==> config.mk <==
export PLATFORM = sky130hd
export DESIGN_NAME = fu_wb_arbiter_flat
export DESIGN_NICKNAME = d
export VERILOG_FILES = /design/src/rtl/fu_wb_arbiter_if.sv /design/src/rtl/fu_wb_arbiter.sv /design/src/flat_wrapper.sv
export SDC_FILE = /design/constraint.sdc
export NUM_CORES = 2
export LEC_CHECK = 0
export CORE_AREA = 2 2 437 439
export DETAILED_ROUTE_END_ITERATION = 8
export DIE_AREA = 0 0 439 441
export PLACE_DENSITY_LB_ADDON = 0.08
export SYNTH_ARGS = -nofsm -noshare
export SYNTH_HDL_FRONTEND = slang
export SYNTH_SLANG_ARGS = --single-unit
==> constraint.sdc <==
create_clock -name clk -period 19.9 [get_ports clk]
set_input_delay 3.98 -clock clk [delete_from_list [all_inputs] [get_ports clk]]
set_output_delay 3.98 -clock clk [all_outputs]
set_load 0.01 [all_outputs]
==> src/rtl/fu_wb_arbiter_if.sv <==
// Bundle of FU result channels and the single writeback/ROB completion port.
// slave is the arbiter's view; master is the view of the FUs plus the writeback consumer.
interface fu_wb_arbiter_if #(
    parameter int NUM_FU       = 4,
    parameter int INST_ID_BITS = 6,
    parameter int PRN_BITS     = 6,
    parameter int MAX_OPERANDS = 3
);
    localparam int SRC_W = $clog2(NUM_FU);

    logic [NUM_FU-1:0]                                  fu_valid;
    logic [NUM_FU-1:0]                                  fu_ready;
    logic [NUM_FU-1:0][INST_ID_BITS-1:0]                fu_inst_id;
    logic [NUM_FU-1:0][MAX_OPERANDS-1:0][PRN_BITS-1:0]  fu_prn;
    logic [NUM_FU-1:0][MAX_OPERANDS-1:0][63:0]          fu_data;
    logic [NUM_FU-1:0][MAX_OPERANDS-1:0]                fu_data_valid;

    logic                                               wb_valid;
    logic                                               wb_ready;
    logic [INST_ID_BITS-1:0]                            wb_inst_id;
    logic [MAX_OPERANDS-1:0][PRN_BITS-1:0]              wb_prn;
    logic [MAX_OPERANDS-1:0][63:0]                      wb_data;
    logic [MAX_OPERANDS-1:0]                            wb_data_valid;
    logic [SRC_W-1:0]                                   wb_src;

    modport master (
        output fu_valid, fu_inst_id, fu_prn, fu_data, fu_data_valid, wb_ready,
        input  fu_ready, wb_valid, wb_inst_id, wb_prn, wb_data, wb_data_valid, wb_src
    );

    modport slave (
        input  fu_valid, fu_inst_id, fu_prn, fu_data, fu_data_valid, wb_ready,
        output fu_ready, wb_valid, wb_inst_id, wb_prn, wb_data, wb_data_valid, wb_src
    );
endinterface

==> src/rtl/fu_wb_arbiter.sv <==
// Per-FU result FIFOs feeding one writeback port through a round-robin arbiter.
// The grant is held while the consumer stalls, so the presented result never changes under backpressure.
module fu_wb_arbiter #(
    parameter int NUM_FU       = 4,
    parameter int FIFO_DEPTH   = 2,
    parameter int INST_ID_BITS = 6,
    parameter int PRN_BITS     = 6,
    parameter int MAX_OPERANDS = 3
) (
    input  logic clk,
    input  logic rst,
    input  logic flush,
    fu_wb_arbiter_if.slave bus
);
    localparam int PTR_W = $clog2(FIFO_DEPTH);
    localparam int CNT_W = PTR_W + 1;
    localparam int SRC_W = $clog2(NUM_FU);

    logic [INST_ID_BITS-1:0]               mem_inst [NUM_FU][FIFO_DEPTH];
    logic [MAX_OPERANDS-1:0][PRN_BITS-1:0] mem_prn  [NUM_FU][FIFO_DEPTH];
    logic [MAX_OPERANDS-1:0][63:0]         mem_data [NUM_FU][FIFO_DEPTH];
    logic [MAX_OPERANDS-1:0]               mem_dv   [NUM_FU][FIFO_DEPTH];

    logic [PTR_W-1:0] wr_ptr [NUM_FU];
    logic [PTR_W-1:0] rd_ptr [NUM_FU];
    logic [CNT_W-1:0] count  [NUM_FU];

    logic [SRC_W-1:0]  rr_ptr;
    logic [SRC_W-1:0]  lock_src;
    logic              lock;

    logic [NUM_FU-1:0] ready;
    logic [NUM_FU-1:0] nonempty;
    logic [NUM_FU-1:0] push;
    logic [NUM_FU-1:0] pop;
    logic [SRC_W-1:0]  grant;
    logic [SRC_W-1:0]  scan_idx;
    logic              found;
    logic              any_valid;

    // Ready comes from the registered count only, so a full channel stays closed even during a pop.
    always_comb begin
        for (int n = 0; n < NUM_FU; n++) begin
            ready[n]    = count[n] < CNT_W'(FIFO_DEPTH);
            nonempty[n] = count[n] != '0;
            push[n]     = bus.fu_valid[n] & ready[n];
        end
    end

    assign bus.fu_ready = ready;
    assign any_valid    = |nonempty;

    always_comb begin
        grant    = rr_ptr;
        scan_idx = '0;
        found    = 1'b0;
        if (lock) begin
            grant = lock_src;
        end else begin
            for (int i = 0; i < NUM_FU; i++) begin
                scan_idx = SRC_W'((int'(rr_ptr) + i) % NUM_FU);
                if (!found && nonempty[scan_idx]) begin
                    grant = scan_idx;
                    found = 1'b1;
                end
            end
        end
    end

    always_comb begin
        for (int n = 0; n < NUM_FU; n++) begin
            pop[n] = any_valid & bus.wb_ready & (grant == SRC_W'(n));
        end
    end

    // Payload and source index are forced to zero whenever nothing is presented.
    always_comb begin
        bus.wb_valid      = any_valid;
        bus.wb_inst_id    = '0;
        bus.wb_prn        = '0;
        bus.wb_data       = '0;
        bus.wb_data_valid = '0;
        bus.wb_src        = '0;
        if (any_valid) begin
            bus.wb_inst_id    = mem_inst[grant][rd_ptr[grant]];
            bus.wb_prn        = mem_prn[grant][rd_ptr[grant]];
            bus.wb_data       = mem_data[grant][rd_ptr[grant]];
            bus.wb_data_valid = mem_dv[grant][rd_ptr[grant]];
            bus.wb_src        = grant;
        end
    end

    always_ff @(posedge clk) begin
        for (int n = 0; n < NUM_FU; n++) begin
            if (push[n] && !flush) begin
                mem_inst[n][wr_ptr[n]] <= bus.fu_inst_id[n];
                mem_prn[n][wr_ptr[n]]  <= bus.fu_prn[n];
                mem_data[n][wr_ptr[n]] <= bus.fu_data[n];
                mem_dv[n][wr_ptr[n]]   <= bus.fu_data_valid[n];
            end
        end
    end

    always_ff @(posedge clk or negedge rst) begin
        if (!rst) begin
            for (int n = 0; n < NUM_FU; n++) begin
                wr_ptr[n] <= '0;
                rd_ptr[n] <= '0;
                count[n]  <= '0;
            end
            rr_ptr   <= '0;
            lock     <= 1'b0;
            lock_src <= '0;
        end else if (flush) begin
            for (int n = 0; n < NUM_FU; n++) begin
                wr_ptr[n] <= '0;
                rd_ptr[n] <= '0;
                count[n]  <= '0;
            end
            rr_ptr   <= '0;
            lock     <= 1'b0;
            lock_src <= '0;
        end else begin
            for (int n = 0; n < NUM_FU; n++) begin
                if (push[n]) wr_ptr[n] <= wr_ptr[n] + PTR_W'(1);
                if (pop[n])  rd_ptr[n] <= rd_ptr[n] + PTR_W'(1);
                if (push[n] && !pop[n])      count[n] <= count[n] + CNT_W'(1);
                else if (!push[n] && pop[n]) count[n] <= count[n] - CNT_W'(1);
            end
            if (any_valid && bus.wb_ready) begin
                rr_ptr <= (grant == SRC_W'(NUM_FU - 1)) ? '0 : grant + SRC_W'(1);
            end
            lock     <= any_valid & ~bus.wb_ready;
            lock_src <= grant;
        end
    end
endmodule

==> src/flat_wrapper.sv <==
// flat-port wrapper written by rule: the top's interface ports become plain ports
module fu_wb_arbiter_flat 
#(
    parameter int NUM_FU       = 4,
    parameter int FIFO_DEPTH   = 2,
    parameter int INST_ID_BITS = 6,
    parameter int PRN_BITS     = 6,
    parameter int MAX_OPERANDS = 3
)
  (clk, rst, flush, bus_fu_valid, bus_fu_inst_id, bus_fu_prn, bus_fu_data, bus_fu_data_valid, bus_wb_ready, bus_fu_ready, bus_wb_valid, bus_wb_inst_id, bus_wb_prn, bus_wb_data, bus_wb_data_valid, bus_wb_src);
  fu_wb_arbiter_if #(.NUM_FU(NUM_FU), .INST_ID_BITS(INST_ID_BITS), .PRN_BITS(PRN_BITS), .MAX_OPERANDS(MAX_OPERANDS)) bus_i ();
  input  logic clk;
  input  logic rst;
  input  logic flush;
  input wire logic [$bits(bus_i.fu_valid)-1:0] bus_fu_valid;
  input wire logic [$bits(bus_i.fu_inst_id)-1:0] bus_fu_inst_id;
  input wire logic [$bits(bus_i.fu_prn)-1:0] bus_fu_prn;
  input wire logic [$bits(bus_i.fu_data)-1:0] bus_fu_data;
  input wire logic [$bits(bus_i.fu_data_valid)-1:0] bus_fu_data_valid;
  input wire logic [$bits(bus_i.wb_ready)-1:0] bus_wb_ready;
  output wire logic [$bits(bus_i.fu_ready)-1:0] bus_fu_ready;
  output wire logic [$bits(bus_i.wb_valid)-1:0] bus_wb_valid;
  output wire logic [$bits(bus_i.wb_inst_id)-1:0] bus_wb_inst_id;
  output wire logic [$bits(bus_i.wb_prn)-1:0] bus_wb_prn;
  output wire logic [$bits(bus_i.wb_data)-1:0] bus_wb_data;
  output wire logic [$bits(bus_i.wb_data_valid)-1:0] bus_wb_data_valid;
  output wire logic [$bits(bus_i.wb_src)-1:0] bus_wb_src;
  assign bus_i.fu_valid = bus_fu_valid;
  assign bus_i.fu_inst_id = bus_fu_inst_id;
  assign bus_i.fu_prn = bus_fu_prn;
  assign bus_i.fu_data = bus_fu_data;
  assign bus_i.fu_data_valid = bus_fu_data_valid;
  assign bus_i.wb_ready = bus_wb_ready;
  assign bus_fu_ready = bus_i.fu_ready;
  assign bus_wb_valid = bus_i.wb_valid;
  assign bus_wb_inst_id = bus_i.wb_inst_id;
  assign bus_wb_prn = bus_i.wb_prn;
  assign bus_wb_data = bus_i.wb_data;
  assign bus_wb_data_valid = bus_i.wb_data_valid;
  assign bus_wb_src = bus_i.wb_src;
  fu_wb_arbiter #(.NUM_FU(NUM_FU), .FIFO_DEPTH(FIFO_DEPTH), .INST_ID_BITS(INST_ID_BITS), .PRN_BITS(PRN_BITS), .MAX_OPERANDS(MAX_OPERANDS)) u_core (.clk(clk), .rst(rst), .flush(flush), .bus(bus_i));
endmodule
==> impl_metrics.ini <==
[outcome]
status = completed

[route]
routed_wl_um = 236600
viasPerCell = 5.234
vias = 40600
dr.pass1.iters = 5
drtIter0Drc = 2744
drtAntennaViolNets = 0
wire_per_inst_um = 30.50
drc = 0

[power_and_ir_drop]
leakagePower_nw = 27.89
power_mw = 15.21
p_per_area_mw_per_mm2 = 169.5
ir_worst_vdd_mv = 0.2479

[grt]
grt-ovfl-total = 0
track_usage_pct = 23.64
grt_pass1_wl_um = 319400
grt_pass1_vias = 40020
antenna_found_initial = 189
grt_max_degree = 165

[clock_network]
cts_buffer_depth = 3
cts.htree.levels = 4
clkSinkCount = 1773
clkLatencyLatePin_ns = 0.83
root_buffer = clkbuf_16
cts_tree = done
cts_made_buffers = 192
cts_setup_buffers = 0
clkTransAtPathRegs_ns = 0.06
holdBufCountCts = 0
cts-resized-gates = 0

[logic_synthesis]
postSynthCellCount = 3915
synth-async-reset-ratio_pct = 1.184
ys.flop_type = edfxtp_1
synth_seq_area_share_pct = 76.01
syn_area_mm2 = 0.06991
synth_warnings = 0
ys_seq_elements = 1773
synth_edf_count = 1752
avgSynthCellArea_um2 = 17.86
synthesis.nets = 4801
synthDistinctLibCells = 45

[timing]
setup_tns_ns = 0
fin_skew_ns = 0.02454
setup_viol_count_final = 0
worst_pin_slew_ns = 1.318
post-route-min-period_ns = 10.33
rsz0062_at_grt = false
finalMaxSlewViolations = 0
hold_viol_final = 0
period_share_pct = 51.93
max_freq_mhz = 96.77
slew-limit-headroom_pct = 12.15
hold_slack_ns = 0.5780

[critical_path]
crit_top_cell = buf_4
worstSetupPathType = flop to output pin
path_max_fanout = 164
start_kind = flop
cp_slowest_cell = buf_4
end_kind = output pin
worstPathRequired_ns = 15.92
crit_chain = or4_4 -> a21oi_1 -> o21ai_0 -> a21boi_4 -> buf_4 -> buf_12 -> buf_4 -> mux2_2 -> o32ai_1 -> clkdlybuf4s50_1
cp_slowest_stage_delay_ns = 0.85
critPathArrivalTime_ns = 6.35

[worst_hold_path]
hold_class = flop to flop

[floorplanning]
rows = 160
floorplan.initialDensity_pct = 36.95
io_pins = 1110
die-area_mm2 = 0.1936
die_h_um = 441
die_w_um = 439
fp.coreArea_mm2 = 0.1892

[placement]
portBuffers = 1109
hpwl_um = 150800
place_area_mm2 = 0.08364
gp_congestion = 0.8274

[finish]
drive_gt1_share_pct = 10.47
fin_area_mm2 = 0.08971
nNetsFinal = 5893
syn_to_final_growth_pct = 28.33

[job]
maxCapViolCount = 0
==> per-stage QoR <==
stage | worst slack, ns | cells | util, %
detailed placement | 10.39 | 7324 | 44.21
global placement | 10.45 | 7324 | 44.21
floorplan | -1.273 | 3915 | -
CTS | 9.446 | 7678 | 47.32
global route | 9.306 | 7745 | 47.41
finish | 9.566 | 7756 | 47.42
==> routing by layer <==
layer  vias to the layer above  track usage (%)  part of all wire, %
li1                      18130                -                    -
met1                     20450            27.18                   38
met2                      1377            40.25                   51
met3                       539            6.155                  6.4
met4                        98            12.91                  4.8
met5                         -                0                 0.27
==> Yosys cell counts (6+ instances only) <==
library cell  number  area (um^2)
a211oi_1         441         3311
buf_2             16        80.08
buf_4             25        187.7
buf_6             15        168.9
clkbuf_1         217        814.5
dfrtp_1           21        525.5
edfxtp_1        1752        52610
inv_1              8        30.03
mux2_1             8        90.09
mux2_2           211         2376
mux2i_1          438         4384
nand2_1           10        37.54
nor2_1            18        67.56
nor2b_1          440         2753
nor3_1             6        30.03
nor3b_1            6        45.04
o21ai_0           10        50.05
o32ai_1          219         1918
xnor2_1            8        70.07
==> worst paths after layout <==
path | start | to | slack (ns) | depth (start not counted)
worst max register to register | u_core.count[6] | u_core.count[3] | 15.77 | 10
max in group asynchronous | rst | u_core.rd_ptr[3] | 15.46 | 1
worst max-delay path | u_core.count[3] | bus_wb_data[106] | 9.57 | 10
min in group asynchronous | rst | u_core.count[2] | 3.70 | 1
worst min-delay path | u_core.wr_ptr[2] | u_core.wr_ptr[2] | 0.58 | 2
worst min register to register | u_core.wr_ptr[2] | u_core.wr_ptr[2] | 0.58 | 2
==> power by group <==
group | switching [mW] | leakage [nW] | internal, mW
sequential | 0.140 | 16.3 | 4.51
clock | 1.49 | 2.85 | 1.89
combinational | 4.18 | 8.72 | 2.99
total | 5.81 | 27.9 | 9.40
==> area by class of cell <==
class,instances,area (um^2)
inverter,9,41.29
fill,16260,99470
clock inverter,98,784.5
tap,2511,3142
sequential,1773,53150
antenna,78,195.2
timing repair buffer,1174,11760
multi-input combinational,1857,15540
clock buffer,256,5097
==> flip-flops by register name, indices dropped and copies added, names as in the netlist <==
name / flops
u_core.wr_ptr: 4
u_core.mem_prn: 144
u_core.lock_src: 2
u_core.lock: 1
u_core.mem_data: 1536
u_core.rd_ptr: 4
u_core.mem_inst: 48
u_core.mem_dv: 24
u_core.rr_ptr: 2
u_core.count: 8
==> layout by cell type (no fill, tap or decap), drive strengths merged, types with 3 or more instances in the layout <==
master and instances:
a211oi 441, a21oi 5, a31oi 5, buf 65, bufinv 7, clkbuf 256, clkdlybuf4s50 1109, clkinv 79
clkinvlp 3, dfrtp 21, diode 78, edfxtp 1752, inv 18, mux2 219, mux2i 438, nand2 10
nor2 18, nor2b 440, nor3 7, nor3b 6, o21ai 10, o32ai 219, or4 4, xnor2 8
xor2 4
==> critical path: cells and delay by family (launching register included) <==
kind / cells / cell delay, ns
buffers and inverters: 4 / 2.91
flip-flops: 1 / 0.42
AND/OR/NAND/NOR: 1 / 0.60
AO/OA/AOI/OAI: 4 / 0.88
multiplexers: 1 / 0.41
==> logic make-up after synthesis <==
logic type / after synthesis / share of synthesized area (%)
buffers and inverters: 285 / 1.854
and+or+nand+nor: 496 / 4.387
adders and majority gates: 2 / 0.03579
muxes: 657 / 9.799
xor gates and xnor gates: 12 / 0.1503
AOI/OAI and AO/OA: 690 / 7.763
DFF: 1773 / 76.01
Note: power is estimated with default switching activity, not from simulation.
